--- src/rtl/ascon_absorb_engine_if.sv ---
// Handshake and status bundle of the Ascon absorb engine.
// The master side (the source) drives start, the state load and the blocks; the engine is the slave.
interface ascon_absorb_engine_if #(
  parameter int RATE = 64,
  parameter int BW   = $clog2(RATE/8+1)
);
  logic            start;
  logic            mode;
  logic [319:0]    state_i;
  logic            blk_valid;
  logic            blk_ready;
  logic [RATE-1:0] blk_data;
  logic [BW-1:0]   blk_bytes;
  logic            blk_last;
  logic            busy;
  logic            done;
  logic [319:0]    state_o;
  logic            err;

  modport master (
    output start, mode, state_i, blk_valid, blk_data, blk_bytes, blk_last,
    input  blk_ready, busy, done, state_o, err
  );

  modport slave (
    input  start, mode, state_i, blk_valid, blk_data, blk_bytes, blk_last,
    output blk_ready, busy, done, state_o, err
  );
endinterface

--- src/rtl/ascon_absorb_engine.sv ---
// Iterative Ascon absorb engine: pads and absorbs RATE-bit blocks, then runs p^b / p^a
// ROUNDS_PER_CYCLE rounds per clock and returns the state for squeeze or encryption.
module ascon_absorb_engine #(
  parameter int RATE             = 64,
  parameter int PA               = 12,
  parameter int PB               = 12,
  parameter int ROUNDS_PER_CYCLE = 1
) (
  input logic                  clk,
  input logic                  rst,
  ascon_absorb_engine_if.slave bus
);
  localparam int BW     = $clog2(RATE/8+1);
  localparam int NBYTES = RATE/8;
  localparam int R      = ROUNDS_PER_CYCLE;

  typedef enum logic [2:0] {IDLE, WAIT_BLK, PERM, PAD, FINAL} state_t;

  state_t       cur, nxt;
  logic [319:0] st;
  logic [319:0] state_o_q;
  logic         mode_q, pad_pending, last_seen, err_q, done_q, blk_ready_c;
  logic [3:0]   rnd;
  logic         proto_err, eff_full, perm_last;
  logic [RATE-1:0] padded;
  logic [3:0]   final_start;

  function automatic logic [63:0] ror(input logic [63:0] v, input int n);
    return (v >> n) | (v << (64 - n));
  endfunction

  function automatic logic [319:0] ascon_round(input logic [319:0] s, input logic [3:0] i);
    logic [63:0] x0, x1, x2, x3, x4, t0, t1, t2, t3, t4;
    {x0, x1, x2, x3, x4} = s;
    x2 = x2 ^ {56'd0, 4'hf - i, i};
    x0 = x0 ^ x4; x4 = x4 ^ x3; x2 = x2 ^ x1;
    t0 = ~x0 & x1; t1 = ~x1 & x2; t2 = ~x2 & x3; t3 = ~x3 & x4; t4 = ~x4 & x0;
    x0 = x0 ^ t1; x1 = x1 ^ t2; x2 = x2 ^ t3; x3 = x3 ^ t4; x4 = x4 ^ t0;
    x1 = x1 ^ x0; x0 = x0 ^ x4; x3 = x3 ^ x2; x2 = ~x2;
    x0 = x0 ^ ror(x0, 19) ^ ror(x0, 28);
    x1 = x1 ^ ror(x1, 61) ^ ror(x1, 39);
    x2 = x2 ^ ror(x2, 1)  ^ ror(x2, 6);
    x3 = x3 ^ ror(x3, 10) ^ ror(x3, 17);
    x4 = x4 ^ ror(x4, 7)  ^ ror(x4, 41);
    return {x0, x1, x2, x3, x4};
  endfunction

  function automatic logic [319:0] perm_step(input logic [319:0] s, input logic [3:0] i);
    logic [319:0] t;
    t = s;
    for (int r = 0; r < R; r++) t = ascon_round(t, i + 4'(r));
    return t;
  endfunction

  // A malformed block is absorbed whole, so it also suppresses masking and in-block padding.
  assign proto_err   = (!bus.blk_last && bus.blk_bytes != BW'(NBYTES)) || (bus.blk_bytes > BW'(NBYTES));
  assign eff_full    = proto_err || (bus.blk_bytes == BW'(NBYTES));
  assign perm_last   = ({1'b0, rnd} + 5'(R)) == 5'd12;
  assign final_start = mode_q ? 4'(12 - PB) : 4'(12 - PA);

  always_comb begin
    padded = '0;
    for (int k = 0; k < NBYTES; k++) begin
      if (eff_full || k < int'(bus.blk_bytes))
        padded[RATE-1-8*k -: 8] = bus.blk_data[RATE-1-8*k -: 8];
      else if (k == int'(bus.blk_bytes))
        padded[RATE-1-8*k -: 8] = 8'h80;
    end
  end

  always_ff @(posedge clk or posedge rst) begin
    if (rst) cur <= IDLE;
    else     cur <= nxt;
  end

  always_comb begin
    nxt         = cur;
    blk_ready_c = 1'b0;
    unique case (cur)
      IDLE:     if (bus.start) nxt = WAIT_BLK;
      WAIT_BLK: begin
        blk_ready_c = 1'b1;
        if (bus.blk_valid) nxt = PERM;
      end
      PERM:     if (perm_last) nxt = pad_pending ? PAD : (last_seen ? FINAL : WAIT_BLK);
      PAD:      nxt = PERM;
      FINAL:    nxt = IDLE;
      default:  nxt = IDLE;
    endcase
  end

  // rnd holds the round index of the next round; every p^n ends when it reaches 12.
  always_ff @(posedge clk or posedge rst) begin
    if (rst) begin
      st          <= '0;
      state_o_q   <= '0;
      mode_q      <= 1'b0;
      pad_pending <= 1'b0;
      last_seen   <= 1'b0;
      err_q       <= 1'b0;
      done_q      <= 1'b0;
      rnd         <= '0;
    end else begin
      done_q <= 1'b0;
      unique case (cur)
        IDLE: if (bus.start) begin
          st          <= bus.state_i;
          mode_q      <= bus.mode;
          err_q       <= 1'b0;
          pad_pending <= 1'b0;
          last_seen   <= 1'b0;
        end
        WAIT_BLK: if (bus.blk_valid) begin
          st          <= st ^ {padded, {(320-RATE){1'b0}}};
          last_seen   <= bus.blk_last;
          pad_pending <= bus.blk_last && eff_full;
          rnd         <= (bus.blk_last && !eff_full) ? final_start : 4'(12 - PB);
          if (proto_err) err_q <= 1'b1;
        end
        PERM: begin
          st  <= perm_step(st, rnd);
          rnd <= rnd + 4'(R);
        end
        PAD: begin
          st[319:312] <= st[319:312] ^ 8'h80;
          pad_pending <= 1'b0;
          rnd         <= final_start;
        end
        FINAL: begin
          state_o_q <= st ^ {319'd0, mode_q};
          done_q    <= 1'b1;
        end
        default: ;
      endcase
    end
  end

  assign bus.blk_ready = blk_ready_c;
  assign bus.busy      = (cur != IDLE) || done_q;
  assign bus.done      = done_q;
  assign bus.state_o   = state_o_q;
  assign bus.err       = err_q;
endmodule

--- src/flat_wrapper.sv ---
// flat-port wrapper written by rule: the top's interface ports become plain ports
module ascon_absorb_engine_flat 
#(
  parameter int RATE             = 64,
  parameter int PA               = 12,
  parameter int PB               = 12,
  parameter int ROUNDS_PER_CYCLE = 1
)
  (clk, rst, bus_start, bus_mode, bus_state_i, bus_blk_valid, bus_blk_data, bus_blk_bytes, bus_blk_last, bus_blk_ready, bus_busy, bus_done, bus_state_o, bus_err);
  ascon_absorb_engine_if #(.RATE(RATE), .BW(($clog2((RATE/8)+1)))) bus_i ();
  input logic clk;
  input logic rst;
  input wire logic [$bits(bus_i.start)-1:0] bus_start;
  input wire logic [$bits(bus_i.mode)-1:0] bus_mode;
  input wire logic [$bits(bus_i.state_i)-1:0] bus_state_i;
  input wire logic [$bits(bus_i.blk_valid)-1:0] bus_blk_valid;
  input wire logic [$bits(bus_i.blk_data)-1:0] bus_blk_data;
  input wire logic [$bits(bus_i.blk_bytes)-1:0] bus_blk_bytes;
  input wire logic [$bits(bus_i.blk_last)-1:0] bus_blk_last;
  output wire logic [$bits(bus_i.blk_ready)-1:0] bus_blk_ready;
  output wire logic [$bits(bus_i.busy)-1:0] bus_busy;
  output wire logic [$bits(bus_i.done)-1:0] bus_done;
  output wire logic [$bits(bus_i.state_o)-1:0] bus_state_o;
  output wire logic [$bits(bus_i.err)-1:0] bus_err;
  assign bus_i.start = bus_start;
  assign bus_i.mode = bus_mode;
  assign bus_i.state_i = bus_state_i;
  assign bus_i.blk_valid = bus_blk_valid;
  assign bus_i.blk_data = bus_blk_data;
  assign bus_i.blk_bytes = bus_blk_bytes;
  assign bus_i.blk_last = bus_blk_last;
  assign bus_blk_ready = bus_i.blk_ready;
  assign bus_busy = bus_i.busy;
  assign bus_done = bus_i.done;
  assign bus_state_o = bus_i.state_o;
  assign bus_err = bus_i.err;
  ascon_absorb_engine #(.RATE(RATE), .PA(PA), .PB(PB), .ROUNDS_PER_CYCLE(ROUNDS_PER_CYCLE)) u_core (.clk(clk), .rst(rst), .bus(bus_i));
endmodule
--- config.mk ---
export PLATFORM = sky130hd
export DESIGN_NAME = ascon_absorb_engine_flat
export DESIGN_NICKNAME = d
export VERILOG_FILES = /design/src/rtl/ascon_absorb_engine_if.sv /design/src/rtl/ascon_absorb_engine.sv /design/src/flat_wrapper.sv
export SDC_FILE = /design/constraint.sdc
export NUM_CORES = 2
export LEC_CHECK = 0
export CAP_MARGIN = 15
export CORE_ASPECT_RATIO = 0.5
export CORE_UTILIZATION = 56
export CTS_BUF_LIST = sky130_fd_sc_hd__clkbuf_8
export DETAILED_ROUTE_END_ITERATION = 7
export GPL_TIMING_DRIVEN = 0
export PLACE_DENSITY = 0.89
export SYNTH_ARGS = -nofsm -noshare
export SYNTH_HDL_FRONTEND = slang
export SYNTH_SLANG_ARGS = --single-unit
--- constraint.sdc ---
create_clock -name clk -period 34.8 [get_ports clk]
set_input_delay 10.44 -clock clk [delete_from_list [all_inputs] [get_ports clk]]
set_output_delay 10.44 -clock clk [all_outputs]
set_load 0.05 [all_outputs]
# Yosys cells after proc, flatten, opt, wreduce, memory -nomap -nowiden
# Index checks and enable logic that the tools add are counted.
# word_totals
regBits	652
inputBits	394
output_inout_bits	324
elab_cells	157
# op_classes
n_addsub	3
magnitude_cmp	9
n_eq_ne	18
muxes	38
n_bitwise	47
n_reduce_logical	31
# op_table
cell	n
$xor A64 B64 Y64	21
$pmux W312 S3	1
$mux W320	2
$not A64 Y64	6
$and A64 B64 Y64	5
$xor A320 B1 Y320	1
$xor A320 B320 Y320	1
$mux W8	16
$or A23 B64 Y64	1
$or A25 B64 Y64	1
$or A3 B64 Y64	1
$or A36 B64 Y64	1
$or A45 B64 Y64	1
$or A47 B64 Y64	1
$or A54 B64 Y64	1
$or A57 B64 Y64	1
$or A58 B64 Y64	1
$or A63 B64 Y64	1
$xor A64 B8 Y64	1
$pmux W8 S4	1
$eq A4 B4 Y1 const A	4
$lt A3 B4 Y1 const A	4
$mux W3	5
$reduce_and A3 Y1	5
other kinds (33)	63

# Logic depth before layout (Yosys ltp)
# logic_depth
word_depth	11
ltp_mapped	10
mapped_depth_nobuf	7

# Worst setup path before layout
# Ideal clock, no wire load.
# synth_path
kind	flip-flop to output port
start	register u_core.cur[2]
end	output bus_busy
t_arrival_ps	1447
required_time_ps	24360
slack_ps	22913
stages_incl_launch_ff	6
path_buffers	3
path_cell_list	dfrtp_1 > clkbuf_1 > buf_2 > buf_1 > nor2_1 > nand2_1
# synth_via
elab_chain_len	2
# synth_rtl
item	line	source
start, declared	ascon_absorb_engine.sv:19	state_t cur, nxt;
start signal, assigned	ascon_absorb_engine.sv:73	else cur <= nxt;
$reduce_bool A3 Y1	ascon_absorb_engine.sv:139	assign bus.busy = (cur != IDLE) || done_q;
$logic_or A1 B1 Y1	ascon_absorb_engine.sv:139	
end, declared	flat_wrapper.sv:21	output wire logic [$bits(bus_i.busy)-1:0] bus_busy;
# Every way passes these cells.

# Final worst setup path
# layout_path
start	register u_core.cur[2]
end	output bus_blk_ready
# layout_via
elab_chain_len	2
# layout_rtl
item	line	source
$eq A3 B1 Y1	ascon_absorb_engine.sv:79	unique case (cur)
$mux W1	ascon_absorb_engine.sv:79	
end, declared	flat_wrapper.sv:20	output wire logic [$bits(bus_i.blk_ready)-1:0] bus_blk_ready;
# Every way passes these cells.

==> results.md <==
- Placed cell count: 5,674
- EDFF count, synth: 0
- Syn Nets: 4,464
- Nets: 5,356
- Share of layout cells above drive strength 1: 13.7%
- Initial antenna violation count: 25
- Final setup margin: 20,690 ps
- Crit path DAT: 3670 ps
- F_max: 0.0709 GHz
- Hold depth: 1
- CP max FO: 10
- RSZ-0062 raised after global routing: false
- H-tree Lvls: 3
- Worst skew pair latency: 830 ps
- Worst Hold Endpoint: u_core.bus.state_o[275]
- Vias per inst: 6.96
- Die height: 194 um
- Most frequent cell after synthesis: xnor2_1
- Max-slew headroom at the worst pin: 0.806%
- Max_cap viols: 2
- Failing checks: DRC, capacitance limit
- Clock transition at the registers of the reported paths: 70 ps
- Final hold vios: 0
- Worst hold path type: reg -> reg
- Gate count of the mapped netlist: 3,941
- Cts repair resizes: 0
- HP Start: u_core.bus.state_o[275]
- Seq/Total Area, Yosys: 39.4%
- First-pass GRT wire length: 306,000 um
- Worst-margin pin slew: 1480 ps
- GRT Total Usage: 59.5%
- CTS Buf Count: 98
- Row Count: 70
- Post-synth top cells: xnor2_1 (920), dfrtp_1 (652), mux2_2 (321), xor2_1 (229), nor2_1 (205)
- Post-DP HPWL: 186,000 um
- Critical path startpoint category: flop
- CTS Sinks: 652
- RR Startpoint: u_core.st[312]
- Delay-heaviest family, CP: buffers and inverters
- Via count: 41,100
- Top FF cell, synth: dfrtp_1
- Critical R2R Capture: u_core.st[49]
- Area taken by multi-input logic gates: 23,600 um2
- Pre-Repair DR Iteration Count: 8
- Netlist cell types: 51
- Final worst-path cycle share: 40.5%
- Final Max Tran Viols: 0
- Setup WS pre-CTS: 20,880 ps
- Bufs and invs on worst path: 5
- IO buf count: 717
- Setup Crit Path Kind: reg -> out
- Final Non-Filler Cells: 5,907
- Sequential Area: 16,300 um2
- Critical Path, Cell by Cell: clkbuf_1, or2_2, clkbuf_1, clkinv_1, buf_2, clkdlybuf4s50_1
- DR DRC count: 14
- Top cells by area, synth: dfrtp_1 (39%), xnor2_1 (19%), mux2_2 (8.7%), xor2_1 (4.8%), ha_1 (3.9%)
- Layout Skew: 48.2 ps
- Initial Util: 56.6%
- YS warnings: 0
- Routed len/inst: 38.7 um
- Fill cells: 5,180
- Slowest stage delay, CP: 740 ps
- CTS root buf: clkbuf_8
- Status: complete, but fails checks
- Setup crit end kind: output pin
- Routed WL: 229,000 um
- Largest net degree at the start of global routing: 115
- GRT Residual Overflow: 0
- Post-layout min period: 14,110 ps
- Placer Congestion: 1.19
- Netlist Area Pre-Place: 41,400 um2
- CTS tree: done
- Core Area: 73,100 um2
- Hold Buf Count CTS: 0
- Synth Register Bits: 652
- WP data required: 24,360 ps
- Area grow syn2layout: 27.5%
- Synth area leader: dfrtp_1
- DR iter-0 viols: 7,386
- Async S/R FF share, synth: 100%
- FF-to-FF path depth: 6
- Clock Tree Buf Depth: 3
- I/O pin total: 718
- Final ANT Viol Nets: 0
- Die W: 386 um
- Setup Fix Bufs, Post-CTS: 0
- Total die area: 75,100 um2
- Slowest-stage cell, CP: clkdlybuf4s50_1
- Vias in the first global route: 39,000
- Worst R2R Setup Slack: 30,970 ps
- Syn avg cell area: 10.5 um2
- Crit-path most repeated cell: clkbuf_1
- Share of Yosys cell area claimed by the top area cell type: 39.4%
- Final Setup Violations: 0
-- placed cells by master, fill, tap and decap left out, drive strengths merged, types with 11 or more instances in the layout --
cell,netlist,routed
o22ai,21,21
nand2b,11,11
nand2,176,176
and3,12,12
mux2,321,321
nor3,12,12
xnor2,938,938
ha,129,129
nand3,11,11
diode,0,28
a22oi,180,180
dfrtp,652,652
o221ai,35,35
mux2i,68,68
nor2,206,206
o21ai,246,246
a221oi,85,85
clkbuf,88,212
buf,97,168
maj3,62,62
inv,197,231
a21o,13,13
clkinv,1,13
clkdlybuf4s50,0,717
a32oi,22,22
xor2,229,229
a21oi,80,80
-- routing by layer --
layer	global-route usage, %	up-vias	part of all wire (%)
met5	6.21	-	0.46
met4	30.9	40	7.0
met3	45.0	1152	20
met2	75.6	4237	37
met1	71.1	20400	35
li1	-	15300	-
-- stage by stage --
stage	cell area, um2	util, %	TNS, ps	hold slack [ps]
global route	52700	72.1	0	513
CTS	52400	71.6	0	506
finish	52800	72.1	0	507
floorplan	41400	-	0	441
detailed placement	50300	68.8	0	479
global placement	49800	68.1	-799070	482
-- area by class of cell --
class / count / area share (%)
antenna: 28 / 0.133
buffer: 185 / 1.55
clock buffer: 120 / 3.13
clock inverter: 54 / 0.811
inverter: 198 / 1.42
multi-input combinational: 2906 / 44.7
sequential: 652 / 30.9
tap: 972 / 2.31
timing repair buffer: 792 / 15.0
-- logic make-up (layout without fill, tap and decap cells) --
group | count (synthesis) | after routing | synth area share (%)
AOI/OAI and AO/OA | 699 | 699 | 11.1
xor gates and xnor gates | 1175 | 1175 | 25.5
adders and majority gates | 191 | 191 | 5.41
buffers and inverters | 383 | 1349 | 3.77
DFF | 652 | 652 | 39.4
muxes | 389 | 389 | 10.4
other | 0 | 28 | 0
and+or+nand+nor | 452 | 452 | 4.48
-- state kept, by name (all words and copies together), names as in the netlist --
register            flops
u_core.bus.state_o    320
u_core.bus.err          1
u_core.rnd              4
u_core.last_seen        1
u_core.mode_q           1
u_core.bus.done         1
u_core.pad_pending      1
u_core.st             320
u_core.cur              3
-- worst reg2reg max path: stages, from the launching register on --
cell and delay [ps]:
dfrtp_1 560, xnor2_1 380, nand2_1 110, xor2_1 1130, xnor2_1 190, xnor2_1 1040, o21ai_0 230
-- how the worst max path moves through the flow --
stage                  start                       to  slack [ps]  cells past startpoint
2_1_floorplan            rst          u_core.bus.done        6090                      1
4_1_cts        u_core.cur[2]            bus_blk_ready       20880                      6
6_report       u_core.cur[2]            bus_blk_ready       20690                      6
3_5_place_dp       bus_start           u_core.st[185]       20880                      7
3_3_place_gp             rst  u_core.bus.state_o[109]       -1400                      2
5_1_grt        u_core.cur[2]            bus_blk_ready       20700                      6
Power is left out: the tool's default activity adds up to more than one toggle a clock period on the data nets, which glitch-free logic cannot reach.
